<file path="src/rtl/cadr_dbg_pkg.sv">
// Shared constants and types for the CADR debug/trace monitor.
// The optional trace freeze is selected with the CADR_TRACE_FREEZE_EN macro.
package cadr_dbg_pkg;

  // CPU state encoding for the instruction-fetch state.
  localparam logic [5:0] FETCH_STATE = 6'b000001;
  localparam int         MAX_NWATCH  = 8;

  localparam int PC_W_DEF = 14;
  localparam int IR_W_DEF = 49;

  typedef struct packed {
    logic [PC_W_DEF-1:0] pc;
    logic [IR_W_DEF-1:0] ir;
  } trace_entry_t;

  typedef enum logic {
    RUN    = 1'b0,
    HALTED = 1'b1
  } mon_state_e;

  function automatic logic [7:0] sat_inc8(input logic [7:0] v);
    return (v == 8'hFF) ? v : v + 8'd1;
  endfunction

endpackage

</file>
<file path="src/rtl/cadr_trace_monitor_if.sv">
// Fetch-sample and trace read-back bus between the CPU/host side and the
// trace monitor.
interface cadr_trace_monitor_if #(
  parameter int PC_W  = 14,
  parameter int IR_W  = 49,
  parameter int DEPTH = 16
);
  localparam int AW = $clog2(DEPTH);

  logic            fetch;
  logic [PC_W-1:0] lpc;
  logic [IR_W-1:0] ir;
  logic [AW-1:0]   rd_idx;
  logic            rd_valid;
  logic [PC_W-1:0] rd_pc;
  logic [IR_W-1:0] rd_ir;

  modport master (output fetch, lpc, ir, rd_idx, input rd_valid, rd_pc, rd_ir);
  modport slave  (input fetch, lpc, ir, rd_idx, output rd_valid, rd_pc, rd_ir);
endinterface

</file>
<file path="src/rtl/cadr_trace_ram.sv">
// Simple dual-port trace storage: one write port, one synchronous read port
// that returns the previous contents when both ports hit the same address.
module cadr_trace_ram #(
  parameter int DEPTH = 16,
  parameter int W     = 63
) (
  input  logic                     clk,
  input  logic                     we_i,
  input  logic [$clog2(DEPTH)-1:0] waddr_i,
  input  logic [W-1:0]             wdata_i,
  input  logic [$clog2(DEPTH)-1:0] raddr_i,
  output logic [W-1:0]             rdata_o
);
  logic [W-1:0] mem [DEPTH];
  logic [W-1:0] rdata_q;

  // NOTE: the array is deliberately not reset so it maps onto RAM primitives;
  // validity of its contents is tracked by the entry count outside.
  always_ff @(posedge clk) begin
    if (we_i) mem[waddr_i] <= wdata_i;
    rdata_q <= mem[raddr_i];
  end

  assign rdata_o = rdata_q;
endmodule

</file>
<file path="src/rtl/cadr_trace_monitor.sv">
// CADR execution monitor: fetch trace ring buffer, fetch/watch counters, halt latch.
// Define CADR_TRACE_FREEZE_EN to freeze trace recording once halted.
module cadr_trace_monitor
  import cadr_dbg_pkg::*;
#(
  parameter int PC_W        = PC_W_DEF,
  parameter int IR_W        = IR_W_DEF,
  parameter int DEPTH       = 16,
  parameter int NWATCH      = 2,
  parameter int FAULT_LIMIT = 6,
  parameter int CYC_W       = 32
) (
  input  logic                     clk,
  input  logic                     reset,
  cadr_trace_monitor_if.slave      bus,
  input  logic [NWATCH*PC_W-1:0]   watch_pc,
  input  logic [NWATCH-1:0]        watch_en,
  input  logic                     clear,
  output logic [$clog2(DEPTH):0]   entries,
  output logic [7:0]               fault_count,
  output logic [CYC_W-1:0]         cycle_count,
  output logic [NWATCH-1:0]        watch_hit,
  output logic                     halt
);
  localparam int         AW   = $clog2(DEPTH);
  localparam int         EW   = PC_W + IR_W;
  localparam logic [AW:0] FULL = (AW+1)'(DEPTH);

  mon_state_e        state_q, state_d;
  logic [AW-1:0]     wr_ptr_q, wr_ptr_d;
  logic [AW:0]       entries_q, entries_d;
  logic [7:0]        fault_q, fault_d;
  logic [CYC_W-1:0]  cyc_q, cyc_d;
  logic [NWATCH-1:0] hit_q, hit_d;
  logic [NWATCH-1:0] hit_vec;
  logic              rd_valid_q;
  logic              rec_en;
  logic              soft_rst;
  logic [AW-1:0]     rd_addr;
  logic [EW-1:0]     ram_rdata;

  assign soft_rst = reset | clear;

`ifdef CADR_TRACE_FREEZE_EN
  assign rec_en = bus.fetch & (state_q == RUN);
`else
  assign rec_en = bus.fetch;
`endif

  // Once the ring is full the oldest entry sits at the write pointer.
  assign rd_addr = ((entries_q == FULL) ? wr_ptr_q : '0) + bus.rd_idx;

  cadr_trace_ram #(.DEPTH(DEPTH), .W(EW)) u_ram (
    .clk     (clk),
    .we_i    (rec_en & ~soft_rst),
    .waddr_i (wr_ptr_q),
    .wdata_i ({bus.lpc, bus.ir}),
    .raddr_i (rd_addr),
    .rdata_o (ram_rdata)
  );

  // NOTE: every combinational output gets a default first so no path leaves
  // it unassigned, which would otherwise infer a latch.
  always_comb begin
    hit_vec   = '0;
    state_d   = state_q;
    wr_ptr_d  = wr_ptr_q;
    entries_d = entries_q;
    fault_d   = fault_q;
    cyc_d     = cyc_q;
    for (int k = 0; k < NWATCH; k++) begin
      hit_vec[k] = bus.fetch & watch_en[k] & (bus.lpc == watch_pc[k*PC_W +: PC_W]);
    end
    hit_d = hit_q | hit_vec;

    if (rec_en) begin
      wr_ptr_d = wr_ptr_q + AW'(1);
      if (entries_q != FULL) entries_d = entries_q + (AW+1)'(1);
    end
    if (bus.fetch && (cyc_q != '1)) cyc_d = cyc_q + CYC_W'(1);
    // Several slots matching on one fetch still count as a single fault.
    if (|hit_vec) fault_d = sat_inc8(fault_q);

    case (state_q)
      RUN:     if ((|hit_vec) && (int'(fault_d) >= FAULT_LIMIT)) state_d = HALTED;
      HALTED:  state_d = HALTED;
      default: state_d = RUN;
    endcase
  end

  // NOTE: state registers use non-blocking assignments so every flop samples
  // pre-edge values regardless of statement order.
  always_ff @(posedge clk) begin
    if (soft_rst) begin
      state_q    <= RUN;
      wr_ptr_q   <= '0;
      entries_q  <= '0;
      fault_q    <= '0;
      cyc_q      <= '0;
      hit_q      <= '0;
      rd_valid_q <= 1'b0;
    end else begin
      state_q    <= state_d;
      wr_ptr_q   <= wr_ptr_d;
      entries_q  <= entries_d;
      fault_q    <= fault_d;
      cyc_q      <= cyc_d;
      hit_q      <= hit_d;
      rd_valid_q <= ({1'b0, bus.rd_idx} < entries_q);
    end
  end

  assign bus.rd_valid = rd_valid_q;
  assign bus.rd_pc    = rd_valid_q ? ram_rdata[EW-1:IR_W] : '0;
  assign bus.rd_ir    = rd_valid_q ? ram_rdata[IR_W-1:0]  : '0;
  assign entries      = entries_q;
  assign fault_count  = fault_q;
  assign cycle_count  = cyc_q;
  assign watch_hit    = hit_q;
  assign halt         = (state_q == HALTED);
endmodule

</file>
<file path="src/flat_wrapper.sv">
// flat-port wrapper written by rule: the top's interface ports become plain ports
module cadr_trace_monitor_flat import cadr_dbg_pkg::*;
#(
  parameter int PC_W        = PC_W_DEF,
  parameter int IR_W        = IR_W_DEF,
  parameter int DEPTH       = 16,
  parameter int NWATCH      = 2,
  parameter int FAULT_LIMIT = 6,
  parameter int CYC_W       = 32
)
  (clk, reset, watch_pc, watch_en, clear, entries, fault_count, cycle_count, watch_hit, halt, bus_fetch, bus_lpc, bus_ir, bus_rd_idx, bus_rd_valid, bus_rd_pc, bus_rd_ir);
  cadr_trace_monitor_if #(.PC_W(PC_W), .IR_W(IR_W), .DEPTH(DEPTH)) bus_i ();
  input  logic clk;
  input  logic reset;
  input  logic [NWATCH*PC_W-1:0] watch_pc;
  input  logic [NWATCH-1:0] watch_en;
  input  logic clear;
  output logic [$clog2(DEPTH):0] entries;
  output logic [7:0] fault_count;
  output logic [CYC_W-1:0] cycle_count;
  output logic [NWATCH-1:0] watch_hit;
  output logic halt;
  input wire logic [$bits(bus_i.fetch)-1:0] bus_fetch;
  input wire logic [$bits(bus_i.lpc)-1:0] bus_lpc;
  input wire logic [$bits(bus_i.ir)-1:0] bus_ir;
  input wire logic [$bits(bus_i.rd_idx)-1:0] bus_rd_idx;
  output wire logic [$bits(bus_i.rd_valid)-1:0] bus_rd_valid;
  output wire logic [$bits(bus_i.rd_pc)-1:0] bus_rd_pc;
  output wire logic [$bits(bus_i.rd_ir)-1:0] bus_rd_ir;
  assign bus_i.fetch = bus_fetch;
  assign bus_i.lpc = bus_lpc;
  assign bus_i.ir = bus_ir;
  assign bus_i.rd_idx = bus_rd_idx;
  assign bus_rd_valid = bus_i.rd_valid;
  assign bus_rd_pc = bus_i.rd_pc;
  assign bus_rd_ir = bus_i.rd_ir;
  cadr_trace_monitor #(.PC_W(PC_W), .IR_W(IR_W), .DEPTH(DEPTH), .NWATCH(NWATCH), .FAULT_LIMIT(FAULT_LIMIT), .CYC_W(CYC_W)) u_core (.clk(clk), .reset(reset), .bus(bus_i), .watch_pc(watch_pc), .watch_en(watch_en), .clear(clear), .entries(entries), .fault_count(fault_count), .cycle_count(cycle_count), .watch_hit(watch_hit), .halt(halt));
endmodule
</file>
<file path="config.mk">
export PLATFORM = sky130hd
export DESIGN_NAME = cadr_trace_monitor_flat
export DESIGN_NICKNAME = d
export VERILOG_FILES = /design/src/rtl/cadr_dbg_pkg.sv /design/src/rtl/cadr_trace_monitor_if.sv /design/src/rtl/cadr_trace_ram.sv /design/src/rtl/cadr_trace_monitor.sv /design/src/flat_wrapper.sv
export SDC_FILE = /design/constraint.sdc
export NUM_CORES = 1
export LEC_CHECK = 0
export CORE_AREA = 2 2 263 265
export DETAILED_ROUTE_END_ITERATION = 12
export DIE_AREA = 0 0 265 267
export GPL_TIMING_DRIVEN = 0
export PLACE_DENSITY = 0.84
export SYNTH_ARGS = -nofsm -noshare
export SYNTH_HDL_FRONTEND = slang
export SYNTH_SLANG_ARGS = --single-unit
</file>
<file path="constraint.sdc">
create_clock -name clk -period 7.7 [get_ports clk]
set_clock_uncertainty 0.15 [all_clocks]
set_input_delay 1.54 -clock clk [delete_from_list [all_inputs] [get_ports clk]]
set_output_delay 1.54 -clock clk [all_outputs]
set_load 0.02 [all_outputs]
</file>
## Word level (Yosys, flattened, before mapping)

Memory sizes are Yosys's and may differ from the RTL's. A register that Yosys moved wholly into a read port is not among the register bits.
Cells that the tools add are included.

- Register bits after elaboration: 53
- Bits in latches: 0
- RAM bits: 1008
- ROM bits: 0
- Logic and storage cells: 43
- Memories kept: 1

Memories:

| name | words | bits a word | rd ports | clocked after Yosys merged registers in | write ports | RTL line | source |
|---|---|---|---|---|---|---|---|
| u_core.u_ram.mem | 16 | 63 | 1 | 1 | 1 | cadr_trace_ram.sv:14 | `logic [W-1:0] mem [DEPTH];` |

- Add/subtract/negate cells: 5
- Multiply operators: 0
- Div/mod/pow operators: 0
- Magnitude comparators: 2
- Equal/unequal tests: 6
- Shift operators: 0
- Mux-type cells: 9
- Bitwise gates (word level): 9
- Reductions and logical operators: 4

Operators with widths:

| operator | number |
|---|---|
| 49-bit two-way mux | 1 |
| 32-bit by 1-bit adder with 32-bit output (second input constant) | 1 |
| 32-bit != test (second input constant) | 1 |
| 14-bit == test | 2 |
| 8-bit two-way mux | 2 |
| 14-bit two-way mux | 1 |
| 8-bit by 1-bit adder with 8-bit output (second input constant) | 1 |
| 8-bit == test (second input constant) | 1 |
| 8-bit by 3-bit >= comparator with 1-bit output (second input constant) | 1 |
| 5-bit by 1-bit adder with 5-bit output (second input constant) | 1 |
| 1-bit bitwise AND | 5 |
| 5-bit == test (second input constant) | 1 |
| 4-bit by 5-bit < comparator with 1-bit output | 1 |
| 5-bit != test (second input constant) | 1 |
| 4-bit by 1-bit adder with 4-bit output (second input constant) | 1 |
| 4-bit adder | 1 |
| 4-bit two-way mux | 1 |
| 1-bit two-way mux | 3 |
| 1-bit logical AND | 2 |
| 1-bit inverter | 2 |
| 2-bit bitwise OR | 1 |
| 1-bit case mux with 2 select lines | 1 |
| 2-bit AND reduction | 1 |
| 2-bit OR reduction | 1 |
| 1-bit bitwise OR | 1 |

## Logic depth before layout (Yosys ltp)

Gate-level depths: netlist of run 1.

- Depth after elaboration: 8
- Mapped depth: 13

## Modules after synthesis

From an unflattened synthesis of run 1, not the netlist that was laid out.

- Cell total of the unflattened synthesis: 2062
- Area total of the unflattened synthesis: 42519.5 sq um

By module, submodules not included:

| module | times used | cells each | area an instance (sq um) | seq. area each (sq um) |
|---|---|---|---|---|
| cadr_trace_ram | 1 | 1622 | 38989.9 | 31530.2 |
| cadr_trace_monitor | 1 | 440 | 3529.6 | 1061.0 |

## Least setup slack after synthesis of run 1

No wires, ideal clock.

- Kind: input-to-reg
- Start point: input port bus_fetch
- End point: memory u_core.u_ram.mem[4][0] (enable)
- Library setup time: 0.427 ns
- Data arrival time: 3.717 ns
- Slack: 3.405 ns
- Cell stages on the path: 4
- Path through: clkbuf_1 -> nand2_1 -> nor3b_1 -> and2_1

- Word-level cells in the longest chain between the ends: 3

Ends and longest elaborated chain:

| element | RTL line | source |
|---|---|---|
| from (decl) | flat_wrapper.sv:23 | `input wire logic [$bits(bus_i.fetch)-1:0] bus_fetch;` |
| 1-bit bitwise AND | cadr_trace_monitor.sv:55 | `.we_i (rec_en & ~soft_rst),` |
| 1-bit two-way mux | cadr_trace_ram.sv:20 | `if (we_i) mem[waddr_i] <= wdata_i;` |
| 1-bit two-way mux (not written as such) | cadr_trace_ram.sv:20 |  |
| to (decl) | cadr_trace_ram.sv:14 |  |

No other way between the ends.

## Worst setup path in the final report of run 1

- Start point: input port bus_rd_idx[0]
- End point: register u_core.u_ram.rdata_q[54], in the netlist u_core.u_ram.rdata_o[54], read port of u_core.u_ram.mem

- Word-level cells in the longest chain between the ends: 1

Ends and longest elaborated chain:

| element | RTL line | source |
|---|---|---|
| from (decl) | flat_wrapper.sv:26 | `input wire logic [$bits(bus_i.rd_idx)-1:0] bus_rd_idx;` |
| 4-bit adder | cadr_trace_monitor.sv:51 | `assign rd_addr = ((entries_q == FULL) ? wr_ptr_q : '0) + bus.rd_idx;` |
| to (decl) | cadr_trace_ram.sv:15 | `logic [W-1:0] rdata_q;` |

No other way between the ends.
A chain may end at the register's enable or synchronous reset.

==> results of run 1 <==
==> state kept, by name, indices dropped and copies added (netlist names) <==
signal                count
u_core.bus.rd_valid       1
u_core.cycle_count       32
u_core.entries            5
u_core.fault_count        8
u_core.halt               1
u_core.u_ram.mem       1008
u_core.u_ram.rdata_o     63
u_core.watch_hit          2
u_core.wr_ptr_q           4
==> kinds of logic after synthesis <==
| family | after synthesis | share of synthesized area (%) |
|---|---|---|
| compound gates | 160 | 2.49 |
| xor+xnor | 67 | 1.37 |
| fa+ha+maj | 15 | 0.455 |
| buf+inv | 125 | 1.20 |
| flops | 1124 | 75.9 |
| mux | 258 | 13.4 |
| simple gates | 434 | 5.21 |
==> worst min-delay path, stage by stage, from the launching register on <==
cell and delay (ns):
dfxtp_1 0.32, inv_1 0.05, a21oi_1 0.05
==> cells in the mapped netlist, types with 2 or more instances <==
master and number:
edfxtp_1 1008, mux4_2 252, nand2_1 149, and2_1 148, dfxtp_1 116, clkbuf_1 71, a211oi_1 64, a31oi_1 64
nor2_1 46, xor2_1 44, buf_2 32, xnor2_1 23, nand3_1 20, nor4_1 16, nand4_1 15, a21oi_1 14
ha_1 14, inv_1 13, nor3_1 9, o21ai_0 9, and3_1 7, buf_1 7, and4_1 6, mux2i_1 5
or3_1 5, a21o_1 3, nor3b_1 3, buf_4 2, nand2b_1 2, nor4b_1 2, or2_2 2
==> routing by layer <==
metal  part of all wire [%]  wire length [µm]  vias to the layer above  global-route usage [%]
met2                     51             56400                     1977                    53.8
met4                    4.6              5110                        4                    15.0
met3                     10             11500                      363                    5.67
li1                       -                 -                     9476                       -
met5                  0.019                21                        -                       0
met1                     34             37700                    12198                    40.3
==> area by class of cell <==
type	instances	area share (%)
Inverter	13	0.0974
Buffer	112	0.934
Timing Repair Buffer	228	5.11
Antenna cell	1	0.00500
Sequential cell	1124	65.1
Multi-Input combinational cell	934	19.7
Tap cell	882	2.20
Clock inverter	52	0.977
Clock buffer	149	5.89
==> worst max path at each step <==
stage                  start                           endpoint  slack (ns)  cells after the start
3_3_place_gp           clear  u_core.u_ram.mem[6][16]$_DFFE_PP_        1.31                      5
5_1_grt        bus_rd_idx[0]   u_core.u_ram.rdata_o[50]$_DFF_P_        2.13                     10
6_report       bus_rd_idx[0]   u_core.u_ram.rdata_o[54]$_DFF_P_        2.08                     10
3_5_place_dp   bus_rd_idx[0]   u_core.u_ram.rdata_o[53]$_DFF_P_        1.49                      9
4_1_cts        bus_rd_idx[0]   u_core.u_ram.rdata_o[53]$_DFF_P_        2.08                      9
2_1_floorplan      bus_fetch   u_core.u_ram.mem[4][0]$_DFFE_PP_        3.41                      4
==> through the flow <==
stage               hold slack, ns  utilization (%)  power [mW]  worst slack [ns]  std cells
global route                 0.325             73.7        12.8              2.13       3494
floorplan                    0.372                -        7.14              3.41       2183
global placement             0.294             67.9        7.38              1.31       3276
finish                       0.315             73.7        12.5              2.08       3495
CTS                          0.313             73.7        12.5              2.08       3493
detailed placement           0.292             68.6        7.41              1.49       3292
==> power by group through the flow <==
| stage | sequential, mW | combinational, mW | clock [mW] |
|---|---|---|---|
| after detailed placement | 6.83 | 0.581 | 0 |
| after floorplan | 6.83 | 0.310 | 0 |
| after global routing | 6.70 | 0.637 | 5.42 |
| after CTS | 6.70 | 0.602 | 5.20 |
| after global placement | 6.83 | 0.552 | 0 |
| final | 6.70 | 0.605 | 5.19 |
==> flow_summary.json, run 1 <==
{
  "cts_hold_buf": 0,
  "relSlewSlack_pct": 8.15,
  "dpl.hpwl_um": 60600,
  "cpMostUsedCell": "clkbuf_1",
  "grt_pass1_vias": 25206,
  "critical_path_class": "input port to flop",
  "power_density_mw_per_mm2": 250,
  "gp_congestion": 0.826,
  "ir_worst_vdd_mv": 0.184,
  "grt_start_max_net_pins": 44,
  "dieArea_mm2": 0.0708,
  "rsz0062_at_grt": "false",
  "routed_wl_um": 111000,
  "synth_cell_type_count": 43,
  "post_dp_cell_area_mm2": 0.0466,
  "vias": 24018,
  "synth.area.top_cells": "edfxtp_1 (71%), mux4_2 (13%), dfxtp_1 (5.4%), and2_1 (2.2%), nand2_1 (1.3%)",
  "fin_tns_setup_ns": 0,
  "start_kind": "input port",
  "pwr-share-clk_pct": 41.5,
  "first_pass_iters": 5,
  "hold_depth": 2,
  "path_max_fanout": 10,
  "cts_buffer_depth": 3,
  "pwr-share-seq_pct": 53.6,
  "ys_warn_count": 0,
  "end_kind": "flop",
  "seq_area_frac_synth_pct": 75.9,
  "maxCapViolations": 0,
  "cts_resized": 0,
  "r2r-start": "u_core.entries[0]$_SDFFE_PP0P_",
  "hold_start": "u_core.watch_hit[0]$_SDFF_PP0_",
  "final_cell_area_mm2": 0.0501,
  "route.detailed.drc": 0,
  "grt_pass1_wl_um": 161000,
  "final_max_slew_viol_count": 0,
  "crit_buf_inv": 5,
  "synth.avg_cell_area_um2": 19.7,
  "syn_inst": 2183,
  "finalHoldViolations": 0,
  "layout_worst_path_cycle_share_pct": 73.0,
  "crit_chain": "clkdlybuf4s50_1 > ha_1 > inv_1 > fa_1 > clkbuf_1 > clkbuf_1 > buf_1 > mux4_2 > nand2_1 > a31oi_1",
  "ys.flop_type": "edfxtp_1",
  "grt_antenna_before_repair": 3,
  "drt_iter0_markers": 3400,
  "cts_tree": "yes",
  "synth_top_area_share_pct": 70.5,
  "worstMarginPinSlew_ns": 1.38,
  "cts_sinks": 1124,
  "fill_cells": 3563,
  "switchingPower_mw": 2.65,
  "insertion_delay_ns": 0.68,
  "synth_fp_nets": 2299,
  "clk_pin_slew_ns": 0.06,
  "slowest_delay_ns": 0.89,
  "nNetsFinal": 2635,
  "final_common_cell": "edfxtp_1",
  "syn_area_mm2": 0.0429,
  "arrival_ns": 6.00,
  "die_h_um": 267,
  "root_buffer": "clkbuf_16",
  "async_flop_share_pct": 0,
  "fin_crit_ns": 5.62,
  "avgViaCountPerCell": 6.87,
  "grtUsageTotal_pct": 31.7,
  "portBuffers": 211,
  "required_ns": 8.07,
  "die_w_um": 265,
  "layout_common_cells": "edfxtp_1 (1008), mux4_2 (252), clkdlybuf4s50_1 (211), nand2_1 (149), and2_1 (132)",
  "slowest_stage": "clkbuf_1",
  "reg2reg_slack_ns": 2.40,
  "wl_per_cell_um": 31.7,
  "crit_family": "buffers and inverters",
  "cts_buffers": 106,
  "multiInputGateArea_mm2": 0.00987,
  "grt_overflow": 0,
  "h-tree-depth": 3,
  "syn_to_final_growth_pct": 16.7,
  "max_freq_mhz": 178,
  "core_area_mm2": 0.0680,
  "initial_utilization_pct": 63.2,
  "seqCellArea_mm2": 0.0326,
  "ff2ff_path_depth": 13,
  "combPwrFrac_pct": 4.8,
  "p_leak_nw": 16.0,
  "swShare_pct": 21.2,
  "status": "complete, no violations",
  "rows": 96,
  "ant_nets": 0,
  "synth_edf_count": 1008,
  "post_cts_buffers": 0,
  "setup_viol": 0,
  "drive_above_1_share_pct": 18.8,
  "timing.rr.end": "u_core.u_ram.rdata_o[54]$_DFF_P_",
  "internal_power_mw": 9.85,
  "hold_class": "flop to flop",
  "num_io_pins": 213,
  "hold_end": "u_core.watch_hit[0]$_SDFF_PP0_",
  "yosysTopAreaCell": "edfxtp_1",
  "ys_ff_latch": 1124
}
(Power assumes the default switching activity.)
==> run 2, diff against run 1 <==
--- a/config.mk
+++ b/config.mk
@@ -5,11 +5,11 @@
 export SDC_FILE = /design/constraint.sdc
 export NUM_CORES = 1
 export LEC_CHECK = 0
-export CORE_AREA = 2 2 263 265
+export CORE_AREA = 2 2 285 287
 export DETAILED_ROUTE_END_ITERATION = 12
-export DIE_AREA = 0 0 265 267
+export DIE_AREA = 0 0 287 289
 export GPL_TIMING_DRIVEN = 0
-export PLACE_DENSITY = 0.84
+export PLACE_DENSITY = 0.76
 export SYNTH_ARGS = -nofsm -noshare
 export SYNTH_HDL_FRONTEND = slang
 export SYNTH_SLANG_ARGS = --single-unit
==> constraint.sdc (replaced) <==
create_clock -name clk -period 5 [get_ports clk]
set_clock_uncertainty 0.15 [all_clocks]
set_input_delay 1 -clock clk [delete_from_list [all_inputs] [get_ports clk]]
set_output_delay 1 -clock clk [all_outputs]
set_load 0.02 [all_outputs]
==> run 2 against run 1 <==
Net effect: flip-flop and latch count unchanged; sequential share of layout area is 0.37 points lower; highest routed layer unchanged; largest cell class unchanged; critical path type is now flop to flop; setup slack got worse by 1.8 ns.
==> flow_summary.json, run 2 (synthesis results as in run 1) <==
{
  "cts_buffer_depth": 3,
  "first_pass_iters": 5,
  "final_common_cell": "edfxtp_1",
  "fin_crit_ns": 4.77,
  "critical_path_class": "flop to flop",
  "wl_per_cell_um": 26.9,
  "ant_nets": 0,
  "maxCapViolations": 0,
  "fin_util_pct": 63.1,
  "dp_cells": 3470,
  "layout_worst_path_cycle_share_pct": 95.4,
  "gp_congestion": 0.832,
  "rows": 104,
  "cts_tree": "yes",
  "path_max_fanout": 10,
  "core_area_mm2": 0.0799,
  "largest_register": "u_core.u_ram.mem",
  "grt_start_max_net_pins": 45,
  "ir_worst_vdd_mv": 0.328,
  "num_io_pins": 213,
  "layout_common_cells": "edfxtp_1 (1008), mux4_2 (252), clkdlybuf4s50_1 (211), nand2_1 (149), and2_1 (132)",
  "avgViaCountPerCell": 6.16,
  "whs_ns": 0.305,
  "end_kind": "flop",
  "required_ns": 5.37,
  "route.detailed.drc": 0,
  "cts_sinks": 1124,
  "drive_above_1_share_pct": 18.8,
  "initial_utilization_pct": 53.7,
  "worstMarginPinSlew_ns": 1.14,
  "max_freq_mhz": 210,
  "syn_to_final_growth_pct": 17.3,
  "grt_pass1_vias": 23396,
  "vias": 22654,
  "totalPowerFinal_mw": 19.3,
  "arrival_ns": 5.15,
  "pre_cts_slack_ns": -0.830,
  "fin_ws_ns": 0.229,
  "cts_buffers": 110,
  "portBuffers": 211,
  "final_max_slew_viol_count": 0,
  "die_w_um": 287,
  "insertion_delay_ns": 0.68,
  "grt_overflow": 0,
  "clk_pin_slew_ns": 0.06,
  "rsz0062_at_grt": "false",
  "grt_pass1_wl_um": 147000,
  "power_density_mw_per_mm2": 382,
  "final_cell_area_mm2": 0.0504,
  "grt_antenna_before_repair": 2,
  "grtUsageTotal_pct": 24.0,
  "start_kind": "flop",
  "routed_wl_um": 99000,
  "h-tree-depth": 3,
  "largest_reg_flops": 1008,
  "instances_no_fill": 3675,
  "drt_iter0_markers": 2252,
  "root_buffer": "clkbuf_16",
  "die_h_um": 289,
  "relSlewSlack_pct": 24.2,
  "dieArea_mm2": 0.0829,
  "finalHoldViolations": 0,
  "post_dp_cell_area_mm2": 0.0469,
  "fin_tns_setup_ns": 0,
  "hold_class": "flop to flop",
  "p_leak_nw": 16.1,
  "post_cts_buffers": 0,
  "nNetsFinal": 2637,
  "setup_viol": 0,
  "dpl.hpwl_um": 59000,
  "status": "complete, no violations"
}
run 2: cell count changes in the layout (fill, tap and decap cells not counted), sizes merged:
cell,before,now
buf,58,57
bufinv,7,6
clkbuf,220,224
clkinv,32,37
clkinvlp,7,3
inv,19,18
run 2: worst paths after layout:
| check | startpoint | to | slack (ns) | cells after the start |
|---|---|---|---|---|
| worst max-delay path | u_core.entries[0]$_SDFFE_PP0P_ | u_core.u_ram.rdata_o[40]$_DFF_P_ | 0.23 | 12 |
| worst min-delay path | u_core.watch_hit[1]$_SDFF_PP0_ | u_core.watch_hit[1]$_SDFF_PP0_ | 0.30 | 2 |
| worst max register to register | u_core.entries[0]$_SDFFE_PP0P_ | u_core.u_ram.rdata_o[40]$_DFF_P_ | 0.23 | 12 |
| worst min register to register | u_core.watch_hit[1]$_SDFF_PP0_ | u_core.watch_hit[1]$_SDFF_PP0_ | 0.30 | 2 |
run 2: repair_timing:
action,CTS,global route
setup endpoints to repair,40,31
pin swaps,0,0
hold endpoints to repair,0,0
hold buffers,0,0
gates resized for setup,6,1
run 2: critical path, cell delays in order (launching register included):
cell and delay (ns):
dfxtp_1 0.35, inv_1 0.12, ha_1 0.15, and4_1 0.29, and2_1 0.15, ha_1 0.16
inv_1 0.08, fa_2 0.87, clkbuf_1 0.66, clkbuf_1 0.66, mux4_2 0.41, a211oi_1 0.46
a31oi_1 0.11
run 2: final cells by class:
cell class | count | area [µm²]
clock buffers | 154 | 3080
fillers | 5399 | 29500
inverters | 13 | 48.8
clock inverters | 51 | 429
diodes | 1 | 2.50
well taps | 1060 | 1330
multi-input cells | 934 | 9890
flip-flops and latches | 1124 | 32600
repair buffers | 227 | 2540
plain buffers | 111 | 470
run 2: routing by layer:
layer | track usage, % | share of wire, % | vias up
li1 | - | - | 9485
met1 | 32.3 | 38 | 11763
met2 | 40.0 | 50 | 1232
met3 | 4.72 | 9.5 | 172
met4 | 7.45 | 2.5 | 2
met5 | 0 | 0.013 | -
run 2: power breakdown:
group          internal [mW]  switching [mW]
logic                  0.373           0.530
registers               10.3          0.0233
clock network           4.60            3.43
total                   15.3            3.99
